`src/rtl/bcd_pkg.sv`:
```
// Shared types and constants for the BCD countdown counter.
// Optional feature macro: BCD_COUNTDOWN_AUTORELOAD_EN (used by bcd_countdown).
package bcd_pkg;

  // One BCD decade.
  typedef logic [3:0] bcd_digit_t;

  // Largest legal value of a BCD decade.
  localparam bcd_digit_t BCD_MAX = 4'd9;

  // Counter control states.
  typedef enum logic [1:0] {
    ST_IDLE   = 2'd0,
    ST_RUN    = 2'd1,
    ST_PAUSED = 2'd2,
    ST_DONE   = 2'd3
  } state_e;

  // Clamp an arbitrary nibble to a legal BCD digit.
  function automatic bcd_digit_t bcd_sat(input logic [3:0] raw);
    return (raw > BCD_MAX) ? BCD_MAX : raw;
  endfunction

endpackage

```
`src/rtl/bcd_digit_dec.sv`:
```
// One decade of the BCD decrement chain: subtracts borrow_in from the digit,
// wrapping 0 -> 9 and passing a borrow to the next decade when it wraps.
module bcd_digit_dec
  import bcd_pkg::*;
(
  input  bcd_digit_t digit,
  input  logic       borrow_in,
  output bcd_digit_t digit_next,
  output logic       borrow_out
);

  // Decrement this decade when a borrow arrives; otherwise pass it through.
  always_comb begin
    digit_next = digit;
    borrow_out = 1'b0;
    if (borrow_in) begin
      if (digit == 4'd0) begin
        digit_next = BCD_MAX;
        borrow_out = 1'b1;
      end else begin
        digit_next = digit - 4'd1;
      end
    end
  end

endmodule

```
`src/rtl/bcd_countdown.sv`:
```
// Multi-decade BCD countdown counter with load, start, pause and tick strobes.
// All control inputs are single-cycle strobes except pause, which is a level.
// Optional feature macro: BCD_COUNTDOWN_AUTORELOAD_EN -- when defined, the
// counter reloads the last loaded value on reaching zero and keeps running
// if that value is nonzero.
module bcd_countdown
  import bcd_pkg::*;
#(
  parameter int NUM_DIGITS = 4
) (
  input  logic                    clk,
  input  logic                    rst,
  input  logic                    load,
  input  logic [4*NUM_DIGITS-1:0] load_value,
  input  logic                    start,
  input  logic                    pause,
  input  logic                    tick,
  output logic [4*NUM_DIGITS-1:0] digits,
  output logic                    busy,
  output logic                    done,
  output state_e                  dbg_state
);

  localparam int W = 4 * NUM_DIGITS;

  state_e         state_q, state_d;
  logic [W-1:0]   digits_q, digits_d;
  logic           busy_q, busy_d;
  logic           done_q, done_d;

  logic [W-1:0]   load_sat;
  logic [W-1:0]   dec_digits;
  logic [NUM_DIGITS:0] borrow;
  logic           reaches_zero;

`ifdef BCD_COUNTDOWN_AUTORELOAD_EN
  logic [W-1:0]   reload_q, reload_d;
`endif

  // The units decade always receives the borrow; the chain yields count-1.
  assign borrow[0] = 1'b1;

  for (genvar g = 0; g < NUM_DIGITS; g++) begin : g_dec
    bcd_digit_dec u_dec (
      .digit      (digits_q[4*g +: 4]),
      .borrow_in  (borrow[g]),
      .digit_next (dec_digits[4*g +: 4]),
      .borrow_out (borrow[g+1])
    );
  end

  // A borrow out of the top decade means the count was already zero; treat
  // it the same as reaching zero so the count can never wrap below zero.
  assign reaches_zero = (dec_digits == '0) || borrow[NUM_DIGITS];

  // Clamp every nibble of the load value to a legal BCD digit.
  always_comb begin
    load_sat = '0;
    for (int i = 0; i < NUM_DIGITS; i++) begin
      load_sat[4*i +: 4] = bcd_sat(load_value[4*i +: 4]);
    end
  end

  // Next-state logic: load wins over everything, then per-state behaviour.
  always_comb begin
    state_d  = state_q;
    digits_d = digits_q;
    done_d   = 1'b0;
`ifdef BCD_COUNTDOWN_AUTORELOAD_EN
    reload_d = reload_q;
`endif
    if (load) begin
      state_d  = ST_IDLE;
      digits_d = load_sat;
`ifdef BCD_COUNTDOWN_AUTORELOAD_EN
      reload_d = load_sat;
`endif
    end else begin
      case (state_q)
        ST_IDLE: begin
          if (start) begin
            if (digits_q != '0) begin
              state_d = ST_RUN;
            end else begin
              state_d = ST_DONE;
              done_d  = 1'b1;
            end
          end
        end
        ST_RUN: begin
          if (pause) begin
            state_d = ST_PAUSED;
          end else if (tick) begin
            if (reaches_zero) begin
              done_d = 1'b1;
`ifdef BCD_COUNTDOWN_AUTORELOAD_EN
              digits_d = reload_q;
              state_d  = (reload_q != '0) ? ST_RUN : ST_IDLE;
`else
              digits_d = '0;
              state_d  = ST_DONE;
`endif
            end else begin
              digits_d = dec_digits;
            end
          end
        end
        ST_PAUSED: begin
          if (!pause) begin
            state_d = ST_RUN;
          end
        end
        ST_DONE: begin
          state_d = ST_IDLE;
        end
        default: begin
          state_d = ST_IDLE;
        end
      endcase
    end
    busy_d = (state_d == ST_RUN) || (state_d == ST_PAUSED);
  end

  // Control and output registers with synchronous reset.
  always_ff @(posedge clk) begin
    if (rst) begin
      state_q  <= ST_IDLE;
      digits_q <= '0;
      busy_q   <= 1'b0;
      done_q   <= 1'b0;
`ifdef BCD_COUNTDOWN_AUTORELOAD_EN
      reload_q <= '0;
`endif
    end else begin
      state_q  <= state_d;
      digits_q <= digits_d;
      busy_q   <= busy_d;
      done_q   <= done_d;
`ifdef BCD_COUNTDOWN_AUTORELOAD_EN
      reload_q <= reload_d;
`endif
    end
  end

  assign digits    = digits_q;
  assign busy      = busy_q;
  assign done      = done_q;
  assign dbg_state = state_q;

endmodule

```
`config.mk`:
```
export PLATFORM = sky130hd
export DESIGN_NAME = bcd_countdown
export DESIGN_NICKNAME = d
export VERILOG_FILES = /design/src/rtl/bcd_pkg.sv /design/src/rtl/bcd_digit_dec.sv /design/src/rtl/bcd_countdown.sv
export SDC_FILE = /design/constraint.sdc
export NUM_CORES = 1
export LEC_CHECK = 0
export CAP_MARGIN = 20
export CORE_MARGIN = 8
export CORE_UTILIZATION = 41
export CTS_CLUSTER_SIZE = 8
export DETAILED_ROUTE_END_ITERATION = 6
export PLACE_DENSITY_LB_ADDON = 0.15
export SETUP_SLACK_MARGIN = 0.5
export SLEW_MARGIN = 20
export SYNTH_ARGS = -nofsm -noshare
export SYNTH_HDL_FRONTEND = slang
export SYNTH_SLANG_ARGS = --single-unit
```
`constraint.sdc`:
```
create_clock -name clk -period 2 [get_ports clk]
set_input_delay 0.4 -clock clk [delete_from_list [all_inputs] [get_ports clk]]
set_output_delay 0.4 -clock clk [all_outputs]
set_load 0.02 [all_outputs]
```
==> flow_summary.yaml, run 1 <==
final_layout:
  stdcell_area_sq_um: 2240
  fin_nets: 260
  drive_gt1_share_pct: 44.7
  antenna_cells: 0
  syn_to_final_growth_pct: 73.1
status:
  violations: "negative setup slack"
  status: "finished, violations left"
pwr:
  p_leak_nw: 0.883
  max-vdd-ir-drop_mv: 0.311
  combPwrFrac_pct: 39.1
  p_clk_share_pct: 21.8
  internal_power_uw: 755
  p_per_area_nw_per_um2: 517
  p_switching_uw: 401
  p_seq_share_pct: 39.1
  p_sw_share_pct: 34.7
sta:
  fin_ws_ns: -0.0396
  hold_viol_final: 0
  finalSetupTns_ns: -0.0538
  maxSlewViolCount: 0
  period_share_pct: 102
  worstMarginPinSlew_ns: 0.589
  max_freq_mhz: 490
  rsz0062_at_grt: "yes"
  slew_headroom_pct: 60.3
  finalCriticalPeriod_ns: 2.04
  setup_violations: 2
  fin_skew_ns: 0.00668
floorplan:
  ios: 42
  die_w_um: 72.1
  die_area_sq_um: 5200
  core_area_sq_um: 3030
  start_util_pct: 42.7
  chipHeight_um: 72.1
  num_rows: 20
setup_path:
  cp_cell_sequence: "or4_4 > or4_1 > nor4_2 > o21ai_1 > a211oi_1"
  crit_required_ns: 2.25
  critPathTopFamily: "simple AND/OR/NAND/NOR gates"
  setup.worst_path.end_class: "flip-flop"
  worstPathMaxFanout: 6
  crit_buf_inv: 0
  max_stage_delay_ns: 0.58
  r2r-end: "digits[14]$_SDFFE_PP0P_"
  reg2reg_from: "digits[1]$_SDFFE_PP0P_"
  worst_ep_arrival_time_ns: 2.28
  cp_slowest_cell: "or4_4"
  reg2reg_slack_ns: -0.04
  worst-path-stages: 5
  startpoint_type: "flip-flop"
  worstSetupPathType: "reg2reg"
  reg2reg_depth: 5
clocking:
  cts_root_buf: "clkbuf_4"
  cts_tree: "yes"
  insertion_delay_ns: 0.32
  clk_pin_slew_ns: 0.13
  cts.sinks: 20
  cts.path.max_buffers: 2
  numCtsBuffers: 3
  cts_htree_levels: 1
  hold_buffers: 0
grt:
  grt_pass1_wl_mm: 7.45
  overflow: 0
  grt_pass1_vias: 1596
  groute.usage.overall_pct: 17.3
  antenna_found_initial: 0
  grt_max_degree: 21
synth:
  synthXorXnorAreaFrac_pct: 0.678
  synth-main-ff-cell: "dfxtp_1"
  synth_top_cell_by_area: "dfxtp_1"
  synth_warnings: 0
  synth_nets: 189
  postSynthCellCount: 167
  ys_ff_latch: 20
  async_reset_ff_share_pct: 0
  yosysSeqAreaShare_pct: 31.0
  synthTopCellsByArea: "dfxtp_1 31%, nor2_1 5.8%, a211oi_1 5.2%, a21oi_1 4.6%, o21ai_0 3.5%"
  syn_area_sq_um: 1290
  synth_adder_area_share_pct: 0
  netlist.area_leader.share_pct: 31.0
  syn_avg_cell_area_sq_um: 7.74
  synth_top_family_by_area: "simple AND/OR/NAND/NOR gates"
  synth_compound_area_share_pct: 27.8
  synth_edf_count: 0
  synth-simple-area-share_pct: 31.1
  ys_types: 42
  synth_common_cells: "20 x dfxtp_1, 20 x nor2_1, 12 x a21oi_1, 11 x inv_1"
  synth.area.mux_share_pct: 3.29
route:
  first_pass_iters: 4
  drc: 0
  ant_nets: 0
  vias: 1645
  wire_per_inst_um: 17.1
  drtIter0Drc: 140
  avgViaCountPerCell: 5.85
  drt-total-wl_mm: 4.80
hold_path:
  min_from: "digits[13]$_SDFFE_PP0P_"
  min_path_type: "reg2reg"
  holdPathEnd: "digits[13]$_SDFFE_PP0P_"
  holdPathStages: 2
place:
  portBuffers: 41
  dpl.hpwl_mm: 3.30
  gp_congestion: 0.916
  placed_cell_area_sq_um: 1980
run:
  maxCapViolations: 0
## cell type report
cell class | count | area, sq um
well taps | 44 | 55.1
multi-input cells | 126 | 1010
flip-flops and latches | 20 | 432
fillers | 227 | 791
inverters | 12 | 45.0
clock buffers | 4 | 36.3
repair buffers | 75 | 659
## routing by layer
metal  vias to the layer above  part of all wire, %  global-route usage (%)
li1                        782                    -                       -
met5                         -                    0                       0
met3                         9                  8.8                    3.58
met1                       776                   41                    21.0
met2                        78                   49                    28.6
met4                         0                  1.2                    7.48
## cell usage in the layout, fill, tap and decap left out, drive strengths merged, types with 3 or more instances in the layout
cell / netlist / routed
buf: 1 / 40
clkdlybuf4s50: 0 / 19
a21oi: 12 / 12
nand3: 7 / 7
a311oi: 3 / 3
nor3: 6 / 6
or4: 6 / 6
clkdlybuf4s15: 0 / 9
o21ai: 9 / 9
nor4: 8 / 8
nor2: 20 / 20
clkbuf: 8 / 6
a31oi: 5 / 5
nand2: 8 / 8
a211oi: 9 / 9
dlygate4sd2: 0 / 5
inv: 11 / 11
dfxtp: 20 / 20
## worst register-to-register path: cells and delay by family, from the launching register on
kind,cells,cell delay [ns]
AND/OR/NAND/NOR,3,1.29
flip-flops,1,0.34
AO/OA/AOI/OAI,2,0.32
## state kept, by name (all words and copies together) (netlist names)
register and count:
busy 1, done 1, digits 16, dbg_state 2
## power groups by stage
stage | Sequential (mW) | Clock (mW) | Combinational (mW)
2_1_floorplan | 0.490 | 0 | 0.171
3_3_place_gp | 0.458 | 0 | 0.378
3_5_place_dp | 0.459 | 0 | 0.385
4_1_cts | 0.450 | 0.254 | 0.409
5_1_grt | 0.456 | 0.265 | 0.480
6_report | 0.452 | 0.252 | 0.452
## repair_timing
action	4_1_cts	5_1_grt
hold endpoints to repair	0	0
setup endpoints to repair	39	30
setup buffers	6	1
pin swaps	17	11
resized for setup	74	36
## cells by family (layout without fill, tap and decap cells)
group                     count (synthesis)  count (layout)
and+or+nand+nor                          68              68
AOI/OAI and AO/OA                        53              53
buffers and inverters                    21              91
DFF                                      20              20
muxes                                     4               4
xor gates and xnor gates                  1               1
## worst max-delay path by stage
stage                                 startpoint                 endpoint
after floorplan           digits[1]$_SDFFE_PP0P_   digits[6]$_SDFFE_PP0P_
after global placement                     pause   digits[9]$_SDFFE_PP0P_
after detailed placement                    tick   digits[9]$_SDFFE_PP0P_
after CTS                 digits[1]$_SDFFE_PP0P_   digits[6]$_SDFFE_PP0P_
after global routing      digits[1]$_SDFFE_PP0P_  digits[14]$_SDFFE_PP0P_
final                     digits[1]$_SDFFE_PP0P_  digits[14]$_SDFFE_PP0P_
## stage by stage
stage | utilization (%) | power [mW] | setup slack (ns) | hold slack [ns] | std cells
floorplan | - | 0.661 | -0.0646 | 0.541 | 167
global placement | 65.5 | 0.837 | -0.197 | 0.527 | 270
detailed placement | 65.5 | 0.844 | -0.261 | 0.545 | 270
CTS | 70.8 | 1.11 | 0.0344 | 0.570 | 280
global route | 73.9 | 1.20 | -0.120 | 0.588 | 281
finish | 73.9 | 1.16 | -0.0396 | 0.563 | 281
(Power assumes the default switching activity.)
==> run 2, diff against run 1 <==
- CELL_PAD_IN_SITES_DETAIL_PLACEMENT: default -> 2
- CELL_PAD_IN_SITES_GLOBAL_PLACEMENT: default -> 2
- CORE_UTILIZATION: 41 -> 31
- DONT_BUFFER_PORTS: default -> 1
==> run 2 against run 1 <==
The flow still finishes with violations (negative setup slack). Maximum frequency shrank 2.4%. Die area up 25%. Cell area decreased by 9.6%. Sequential share of layout area grew 1.5 points. Final cell count shrank 11%. Clock power is 29% higher. Utilization down 23 points. Worst hold slack lost 0.38 ns. Critical path depth rose by 3. Power grew 5.4%. Register-to-register slack lost 0.05 ns. Worst setup slack got worse by 0.050 ns. Critical path type unchanged.
==> flow_summary.yaml, run 2 (synthesis results as in run 1) <==
status:
  status: "finished, violations left"
  violations: "negative setup slack"
place:
  gp_congestion: 0.799
  portBuffers: 0
  dpl.hpwl_mm: 4.13
clocking:
  numCtsBuffers: 3
  cts_tree: "yes"
  cts.path.max_buffers: 2
  cts_root_buf: "clkbuf_8"
  insertion_delay_ns: 0.27
  cts_htree_levels: 1
  cts.sinks: 20
  clk_pin_slew_ns: 0.08
  hold_buffers: 0
floorplan:
  core_area_sq_um: 4000
  start_util_pct: 32.3
  die_area_sq_um: 6490
  die_w_um: 80.6
  num_rows: 23
  ios: 42
  chipHeight_um: 80.6
setup_path:
  crit_buf_inv: 3
  reg2reg_depth: 8
  worstSetupPathType: "reg2reg"
  setup.worst_path.end_class: "flip-flop"
  critPathTopFamily: "simple AND/OR/NAND/NOR gates"
  r2r-end: "digits[10]$_SDFFE_PP0P_"
  worstPathMaxFanout: 5
  crit_top_cell: "buf_6"
  crit_required_ns: 2.17
  max_stage_delay_ns: 0.58
  crit_start: "digits[1]$_SDFFE_PP0P_"
  cp_slowest_cell: "or4_4"
  worst_ep_arrival_time_ns: 2.26
  reg2reg_from: "digits[1]$_SDFFE_PP0P_"
  startpoint_type: "flip-flop"
  cp_cell_sequence: "or4_4 > buf_6 > nor4_4 > buf_6 > buf_6 > mux2i_4 > a221oi_2 > a211oi_2"
  reg2reg_slack_ns: -0.09
final_layout:
  fill_cells: 422
  fin_util_pct: 50.6
  final_common_cell: "buf_4"
  largest_reg_flops: 16
  syn_to_final_growth_pct: 56.5
  multi_input_area_sq_um: 1090
  final_cell_mix: "27 x buf_4, 19 x nor2_1, 11 x inv_1, 9 x dfxtp_1, 9 x buf_6"
  drive_gt1_share_pct: 48.8
  fin_nets: 224
  antenna_cells: 0
  seqCellArea_sq_um: 422
sta:
  slew_headroom_pct: 60.3
  finalSetupTns_ns: -0.204
  max_freq_mhz: 479
  maxSlewViolCount: 0
  period_share_pct: 104
  worstMarginPinSlew_ns: 0.587
  fin_skew_ns: 0.00327
  finalCriticalPeriod_ns: 2.09
  setup_violations: 4
  fin_ws_ns: -0.0898
  hold_viol_final: 0
  rsz0062_at_grt: "yes"
pwr:
  max-vdd-ir-drop_mv: 0.326
  p_per_area_nw_per_um2: 602
  power_mw: 1.22
  p_leak_nw: 0.745
hold_path:
  min_from: "rst"
  holdPathEnd: "busy$_SDFF_PP0_"
  holdPathStages: 1
  min_path_type: "in2reg"
grt:
  overflow: 0
  antenna_found_initial: 0
  grt_pass1_vias: 1690
  grt_max_degree: 25
  grt_pass1_wl_mm: 9.36
  groute.usage.overall_pct: 18.4
route:
  drt-total-wl_mm: 6.76
  avgViaCountPerCell: 6.30
  vias: 1582
  drtIter0Drc: 48
  drc: 0
  ant_nets: 0
  first_pass_iters: 4
  wire_per_inst_um: 26.9
run:
  maxCapViolations: 0
==> run 2: cell type report <==
cell class,count,area share [%]
Inverter,12,2.23
Clock buffer,4,2.72
Sequential cell,20,20.8
Timing Repair Buffer,39,17.3
Multi-Input combinational cell,126,53.9
Tap cell,50,3.09
==> run 2: report_power, final <==
group          switching, mW  total [mW]  internal (mW)
sequential            0.0264       0.449          0.423
clock                  0.148       0.324          0.176
combinational          0.250       0.445          0.195
total                  0.424        1.22          0.794
==> run 2: worst reg2reg max path: stages (launching register included) <==
cell      delay (ns)
dfxtp_2         0.33
or4_4           0.58
buf_6           0.16
nor4_4          0.15
buf_6           0.16
buf_6           0.11
mux2i_4         0.21
a221oi_2        0.09
a211oi_2        0.21
==> run 2: through the flow <==
stage / hold slack [ns] / std cells / setup slack (ns) / cell area, sq um
floorplan: 0.541 / 167 / -0.0646 / 1370
global placement: 0.467 / 234 / -0.0469 / 1570
detailed placement: 0.472 / 234 / -0.0804 / 1570
CTS: 0.183 / 246 / 0.00773 / 1820
global route: 0.169 / 251 / -0.129 / 2020
finish: 0.179 / 251 / -0.0898 / 2020
==> run 2: what timing repair did <==
item,4_1_cts,5_1_grt
setup buffers,7,5
setup endpoints to repair,19,20
pin swaps,17,15
endpoints found under the hold margin,0,0
resized for setup,26,30
gates cloned,1,0
==> run 2: layer usage <==
metal  track usage, %  routed length, um
met5                0                  0
met4             3.64                109
met3             4.91                425
met2             30.9               3430
met1             23.0               2790
==> run 2: how the worst max path moves through the flow <==
stage,end,slack [ns],cells past startpoint
finish,digits[10]$_SDFFE_PP0P_,-0.09,8
global route,digits[10]$_SDFFE_PP0P_,-0.13,8
CTS,digits[14]$_SDFFE_PP0P_,0.008,5
detailed placement,done$_SDFF_PP0_,-0.08,5
global placement,done$_SDFF_PP0_,-0.05,5
floorplan,digits[6]$_SDFFE_PP0P_,-0.06,6
